[src/rtl/cbus_arbiter_pkg.sv]
// Shared bus types for the instruction/data to memory (cbus) path.
// Memory transfer size encodings live here so every bus agent agrees on them.
package cbus_arbiter_pkg;

   typedef enum logic [2:0] {
      MSIZE1 = 3'd0,
      MSIZE2 = 3'd1,
      MSIZE4 = 3'd2,
      MSIZE8 = 3'd3
   } msize_t;

   typedef struct packed {
      logic        valid;
      logic [63:0] addr;
   } ibus_req_t;

   typedef struct packed {
      logic        addr_ok;
      logic        data_ok;
      logic [31:0] data;
   } ibus_resp_t;

   typedef struct packed {
      logic        valid;
      logic [63:0] addr;
      msize_t      size;
      logic [7:0]  strobe;
      logic [63:0] data;
   } dbus_req_t;

   typedef struct packed {
      logic        addr_ok;
      logic        data_ok;
      logic [63:0] data;
   } dbus_resp_t;

   typedef struct packed {
      logic        valid;
      logic        is_write;
      logic [63:0] addr;
      msize_t      size;
      logic [7:0]  strobe;
      logic [63:0] data;
   } cbus_req_t;

   typedef struct packed {
      logic        ready;
      logic [63:0] data;
   } cbus_resp_t;

endpackage

[src/rtl/cbus_arbiter.sv]
// Two-port (instruction fetch / data) arbiter onto a single-beat memory bus.
// Round-robin on ties; the granted request is latched and held until ready.
//
// state    | meaning
// ---------+-----------------------------------------------------------
// ST_IDLE  | no transfer in flight; sample ireq/dreq and grant one
// ST_IBUSY | instruction fetch latched on creq, waiting for cresp.ready
// ST_DBUSY | data access latched on creq, waiting for cresp.ready
module cbus_arbiter
   import cbus_arbiter_pkg::*;
(
   input  logic       clk,
   input  logic       reset,
   input  ibus_req_t  ireq,
   output ibus_resp_t iresp,
   input  dbus_req_t  dreq,
   output dbus_resp_t dresp,
   output cbus_req_t  creq,
   input  cbus_resp_t cresp
);

   typedef enum logic [1:0] {
      ST_IDLE  = 2'd0,
      ST_IBUSY = 2'd1,
      ST_DBUSY = 2'd2
   } state_t;

   state_t      state_q;
   logic        last_dbus_q;
   logic        is_write_q;
   logic [63:0] addr_q;
   msize_t      size_q;
   logic [7:0]  strobe_q;
   logic [63:0] data_q;

   always_ff @(posedge clk or negedge reset) begin
      if (!reset) begin
         state_q     <= ST_IDLE;
         last_dbus_q <= 1'b0;
         is_write_q  <= 1'b0;
         addr_q      <= '0;
         size_q      <= MSIZE1;
         strobe_q    <= '0;
         data_q      <= '0;
      end else begin
         case (state_q)
            ST_IDLE: begin
               // ibus wins when alone, or on a tie if dbus had the last grant
               if (ireq.valid && (!dreq.valid || last_dbus_q)) begin
                  state_q     <= ST_IBUSY;
                  last_dbus_q <= 1'b0;
                  is_write_q  <= 1'b0;
                  addr_q      <= ireq.addr;
                  size_q      <= MSIZE4;
                  strobe_q    <= '0;
                  data_q      <= '0;
               end else if (dreq.valid) begin
                  state_q     <= ST_DBUSY;
                  last_dbus_q <= 1'b1;
                  is_write_q  <= (dreq.strobe != 8'h00);
                  addr_q      <= dreq.addr;
                  size_q      <= dreq.size;
                  strobe_q    <= dreq.strobe;
                  data_q      <= dreq.data;
               end
            end
            ST_IBUSY, ST_DBUSY: begin
               if (cresp.ready) begin
                  state_q <= ST_IDLE;
               end
            end
            default: state_q <= ST_IDLE;
         endcase
      end
   end

   always_comb begin
      creq          = '0;
      creq.valid    = (state_q != ST_IDLE);
      creq.is_write = is_write_q;
      creq.addr     = addr_q;
      creq.size     = size_q;
      creq.strobe   = strobe_q;
      creq.data     = data_q;

      iresp         = '0;
      iresp.addr_ok = (state_q == ST_IBUSY) && cresp.ready;
      iresp.data_ok = (state_q == ST_IBUSY) && cresp.ready;
      iresp.data    = addr_q[2] ? cresp.data[63:32] : cresp.data[31:0];

      dresp         = '0;
      dresp.addr_ok = (state_q == ST_DBUSY) && cresp.ready;
      dresp.data_ok = (state_q == ST_DBUSY) && cresp.ready;
      dresp.data    = cresp.data;
   end

endmodule

[config.mk]
export PLATFORM = sky130hd
export DESIGN_NAME = cbus_arbiter
export DESIGN_NICKNAME = d
export VERILOG_FILES = /design/src/rtl/cbus_arbiter_pkg.sv /design/src/rtl/cbus_arbiter.sv
export SDC_FILE = /design/constraint.sdc
export NUM_CORES = 1
export LEC_CHECK = 0
export ABC_CLOCK_PERIOD_IN_PS = 1300
export BUFFER_PORTS_ARGS = -buffer_cell sky130_fd_sc_hd__buf_4
export CAP_MARGIN = 5
export CORE_AREA = 3 3 200 202
export DETAILED_ROUTE_END_ITERATION = 6
export DIE_AREA = 0 0 203 205
export GPL_ROUTABILITY_DRIVEN = 1
export PLACE_DENSITY = 0.54
export SLEW_MARGIN = 0
export SYNTH_ARGS = -nofsm -noshare
export SYNTH_HDL_FRONTEND = slang
export SYNTH_SLANG_ARGS = --single-unit
[constraint.sdc]
create_clock -name clk -period 1.3 [get_ports clk]
set_input_delay 0 -clock clk [delete_from_list [all_inputs] [get_ports clk]]
set_output_delay 0 -clock clk [all_outputs]
set_load 0.005 [all_outputs]
# Word level (Yosys, flattened, before mapping)
# Index checks and enable logic that the tools add are counted.
# word_totals
ff_bits	143
inputBits	272
output_inout_bits	241
word_cells	40
# op_classes
n_eq_ne	4
n_mux	17
reduce_logical	12
# ops
operator	n
$mux 64	4
$mux 32	1
$mux 8	2
$reduce_bool 8->1	1
$mux 2	3
$mux 3	2
$mux 1	4
$pmux 2 s2	1
$reduce_and 2->1	2
$reduce_bool 2->1	2
$logic_and 1x1->1	3
$ne 3x3->1 const B	1
$eq 2x1->1 const B	1
$eq 2x2->1 const B	1
$logic_not 2->1	1
$ne 2x2->1 const B	1
$reduce_or 2->1	1
$logic_not 1->1	1
$logic_or 1x1->1	1

# Depth between registers and ports, before layout
# depth
ltp_word	5
depth_mapped	7
depth_no_buf	5

# Worst setup path after synthesis
# No wires, ideal clock.
# synth_timing
path_type	flip-flop to flip-flop
startpoint	register state_q[1]
endpoint	register data_q[10]
setup_ps	121
t_arrival_ps	1295
required_time_ps	1179
path_slack_ps	-116
stages_incl_launch_ff	7
path_buffers	2
synth_period_minus_slack_ps	1416
path_cell_list	dfrtp_1 inv_1 ha_1 o21ai_2 buf_6 buf_4 a22o_1
# synth_between
elab_chain_cells	2
# synth_lines
element	line	rtl
start, declared	cbus_arbiter.sv:28	state_t state_q;
start signal, assigned	cbus_arbiter.sv:38	state_q <= ST_IDLE;
start signal, assigned	cbus_arbiter.sv:50	state_q <= ST_IBUSY;
start signal, assigned	cbus_arbiter.sv:58	state_q <= ST_DBUSY;
$logic_not 2->1	cbus_arbiter.sv:46	case (state_q)
$reduce_and 2->1 (no line)	-	
end signal, assigned	cbus_arbiter.sv:64	data_q <= dreq.data;
end, declared	cbus_arbiter.sv:34	logic [63:0] data_q;
# No other way between the ends.
# A chain may end at the register's enable or synchronous reset.

# Worst setup path after layout
# layout_timing
startpoint	register state_q[1]
endpoint	register data_q[13]
# Same word-level chain as after synthesis.

==> flow_summary.toml <==
[outcome]
status = "complete, but fails checks"
violations = "setup timing"

[finish]
final-seq-area_um2 = 3580
design_area_um2 = 16700
drive_gt1_share_pct = 62.8
syn_to_final_growth_pct = 139
stdcell_count = 1909
layout.nets = 1649
multi_input_area_um2 = 4050
nFillCells = 3508
post-route-util_pct = 43.4

[synth]
synth_cell_types = 29
syn_avg_cell_area_um2 = 10.5
syn-cell-area_um2 = 6960
yosysWarnings = 0
syn_nets = 941
yosys_register_bits = 143
synthCells = 666
ys_seq_area_share_pct = 51.4

[pwr]
p_sw_w = 0.0130
internal-power_w = 0.0219
leakagePower_nw = 7.39
power.density_nw_per_um2 = 2090
combPwrFrac_pct = 60.1
seq_power_share_pct = 24.8
vdd_ir_drop_max_mv = 1.04
swShare_pct = 37.3
pwr-share-clk_pct = 15.1

[timing]
fin_crit_sh_pct = 126
setup_tns_ps = -39560
hold_viol = 0
fmax_mhz = 609
period_needed_ps = 1640
maxSlewHeadroom_pct = 66.3
worst-slew-pin-transition_ps = 505
hold_ws_ps = 35.8
fin_ws_ps = -342
rsz0062_at_grt = "true"
clock_skew_ps = 7.27
setup_viol = 181
finalMaxSlewViolations = 0

[critical_path]
critical_path_peak_fanout = 6
ff2ff_path_depth = 8
path_class = "flop to flop"
slowest_delay_ps = 390
cp-end-kind = "flop"
cp.required_ps = 1630
worst_path_most_repeated_cell = "buf_12"
crit_slowest_cell = "dfrtp_1"
worstSetupStartpointType = "flop"
critical_path.cell_chain = "inv_2 -> ha_4 -> o21ai_4 -> buf_12 -> buf_12 -> buf_8 -> buf_16 -> a22o_1"
cp.arrival_ps = 1970

[global_routing]
grt_pass1_vias = 9301
grtUsageTotal_pct = 19.2
grt_max_degree = 46
grt_pass1_wl_mm = 59.8
grt_overflow_total = 0
antenna_found_initial = 3

[clock_network]
clk_pin_slew_ps = 70
clk_latency_ps = 430
cts_root_buffer = "clkbuf_16"
clk_path_buf_depth = 2
htreeDepth = 4
cts_tree = "done"
cts_made_buffers = 17
clock-sinks = 143

[floorplanning]
die_h_um = 205
dieArea_um2 = 41600
die_w_um = 203
coreArea_um2 = 38500
io_pins = 513
start_util_pct = 18.1
num_rows = 72

[drt]
dr_total_vias = 8485
routed_wl_mm = 42.7
first_iter_violations = 452
viasPerCell = 4.44
first_pass_iters = 4
route.detailed.drc = 0
wl_per_cell_um = 22.3
drtAntennaViolNets = 0

[min_path]
hp-class = "input pin to async pin"

[placed_design]
dpl-instance-area_um2 = 11100
placedCellCount = 1607
place_congestion = 0.755
dpl.hpwl_mm = 26.6
io_buffer_count = 512

[run]
cap_violations = 0
[synthesized netlist by cell type (all sizes together)]
cell	n	area share, %
o41ai	1	0.13
nor4	2	0.18
buf	122	12
and2	2	0.18
nor2b	2	0.18
ha	3	0.54
a22o	75	9.4
nand3	1	0.072
mux2	32	5.2
clkbuf	9	0.50
nor2	65	3.5
a31oi	64	5.7
nand2b	1	0.090
o21ai	66	4.8
inv	4	0.22
o22ai	1	0.090
and2b	1	0.11
dfrtp	143	51
a21oi	65	4.7
o22a	1	0.13
and3	1	0.090
nand2	4	0.22
o21a	1	0.11
[flip-flops by register name, summed over array words and instances, names as in the netlist]
signal       cells
data_q          64
addr_q          64
size_q           3
strobe_q         8
state_q          2
last_dbus_q      1
is_write_q       1
[logic make-up (layout without fill, tap and decap cells)]
family                     after synthesis  count (layout)  synth area share (%)
adders and majority gates                3               3                 0.539
muxes                                   32              32                  5.17
DFF                                    143             143                  51.4
buffers and inverters                  135             855                  13.2
other                                    0               5                     0
and+or+nand+nor                         79              79                  4.62
AOI/OAI and AO/OA                      274             274                  25.1
[layout make-up]
| type | count | share of cell area, % |
|---|---|---|
| tap | 518 | 3.89 |
| timing repair buffer | 820 | 46.6 |
| inverter | 4 | 0.105 |
| clock buffer | 20 | 2.68 |
| sequential | 143 | 21.5 |
| clock inverter | 11 | 0.945 |
| multi-input combinational | 388 | 24.3 |
| antenna | 5 | 0.0750 |
[final timing paths]
| kind | startpoint | to | slack [ps] |
|---|---|---|---|
| worst min-delay path | reset | data_q[54]$_DFFE_PN0P_ | 40 |
| max in group asynchronous | reset | addr_q[2]$_DFFE_PN0P_ | 690 |
| min in group clk | ireq[64] | last_dbus_q$_DFFE_PN0P_ | 90 |
| worst max-delay path | state_q[1]$_DFFE_PN0P_ | data_q[13]$_DFFE_PN0P_ | -340 |
| worst max register to register | state_q[1]$_DFFE_PN0P_ | data_q[13]$_DFFE_PN0P_ | -340 |
| worst min register to register | data_q[44]$_DFFE_PN0P_ | data_q[44]$_DFFE_PN0P_ | 510 |
[layer usage]
layer | vias to the layer above | track usage (%) | share of wire (%)
met5 | - | 0 | 0.016
met4 | 2 | 7.80 | 3.6
met3 | 79 | 3.83 | 5.6
met2 | 416 | 36.0 | 54
met1 | 4182 | 21.3 | 37
li1 | 3806 | - | -
[worst max-delay path, delay by kind of cell, from the launching register on]
kind                     cells  cell delay (ps)
buffers and inverters        5              650
flip-flops                   1              390
AO/OA/AOI/OAI                2              320
adder cells (fa/ha/maj)      1              170
[placed cells by master (no fill, tap or decap), types with 2 or more instances in the layout]
cell type,count
buf_4,502
dlygate4sd3_1,206
dfrtp_1,142
a22o_1,75
a21oi_2,60
a31oi_4,49
nor2_4,48
buf_6,48
o21ai_0,47
buf_12,35
mux2_4,24
clkbuf_16,19
buf_16,19
o21ai_1,17
nor2_2,14
a31oi_1,11
mux2_2,8
buf_8,8
diode_2,5
a21oi_1,5
a31oi_2,4
clkinv_4,4
inv_2,3
nor2_1,3
nand2_1,3
ha_4,3
bufinv_16,3
and2_4,2
nor4_1,2
clkbuf_1,2
clkinvlp_4,2
inv_6,2
[metrics by stage]
step | power [W] | setup slack, ps
2_1_floorplan | 0.0133 | -10.4
3_3_place_gp | 0.0204 | -107
3_5_place_dp | 0.0205 | -114
4_1_cts | 0.0342 | -351
5_1_grt | 0.0366 | -387
6_report | 0.0348 | -342
[repair_timing]
action / CTS / global route
buffers inserted: 43 / 7
hold buffers: 206 / 0
endpoints found under the hold margin: 286 / 0
gates resized for setup: 248 / 178
pin swaps: 94 / 47
endpoints found under the setup margin: 177 / 181
cloned: 34 / 2
[power groups by stage]
stage	Combinational [W]	Sequential, W	Clock (W)
6_report	0.0209	0.00866	0.00525
5_1_grt	0.0221	0.00890	0.00559
2_1_floorplan	0.00527	0.00806	0
3_3_place_gp	0.0122	0.00816	0
4_1_cts	0.0204	0.00847	0.00539
3_5_place_dp	0.0124	0.00813	0
Note: power is estimated with default switching activity, not from simulation.
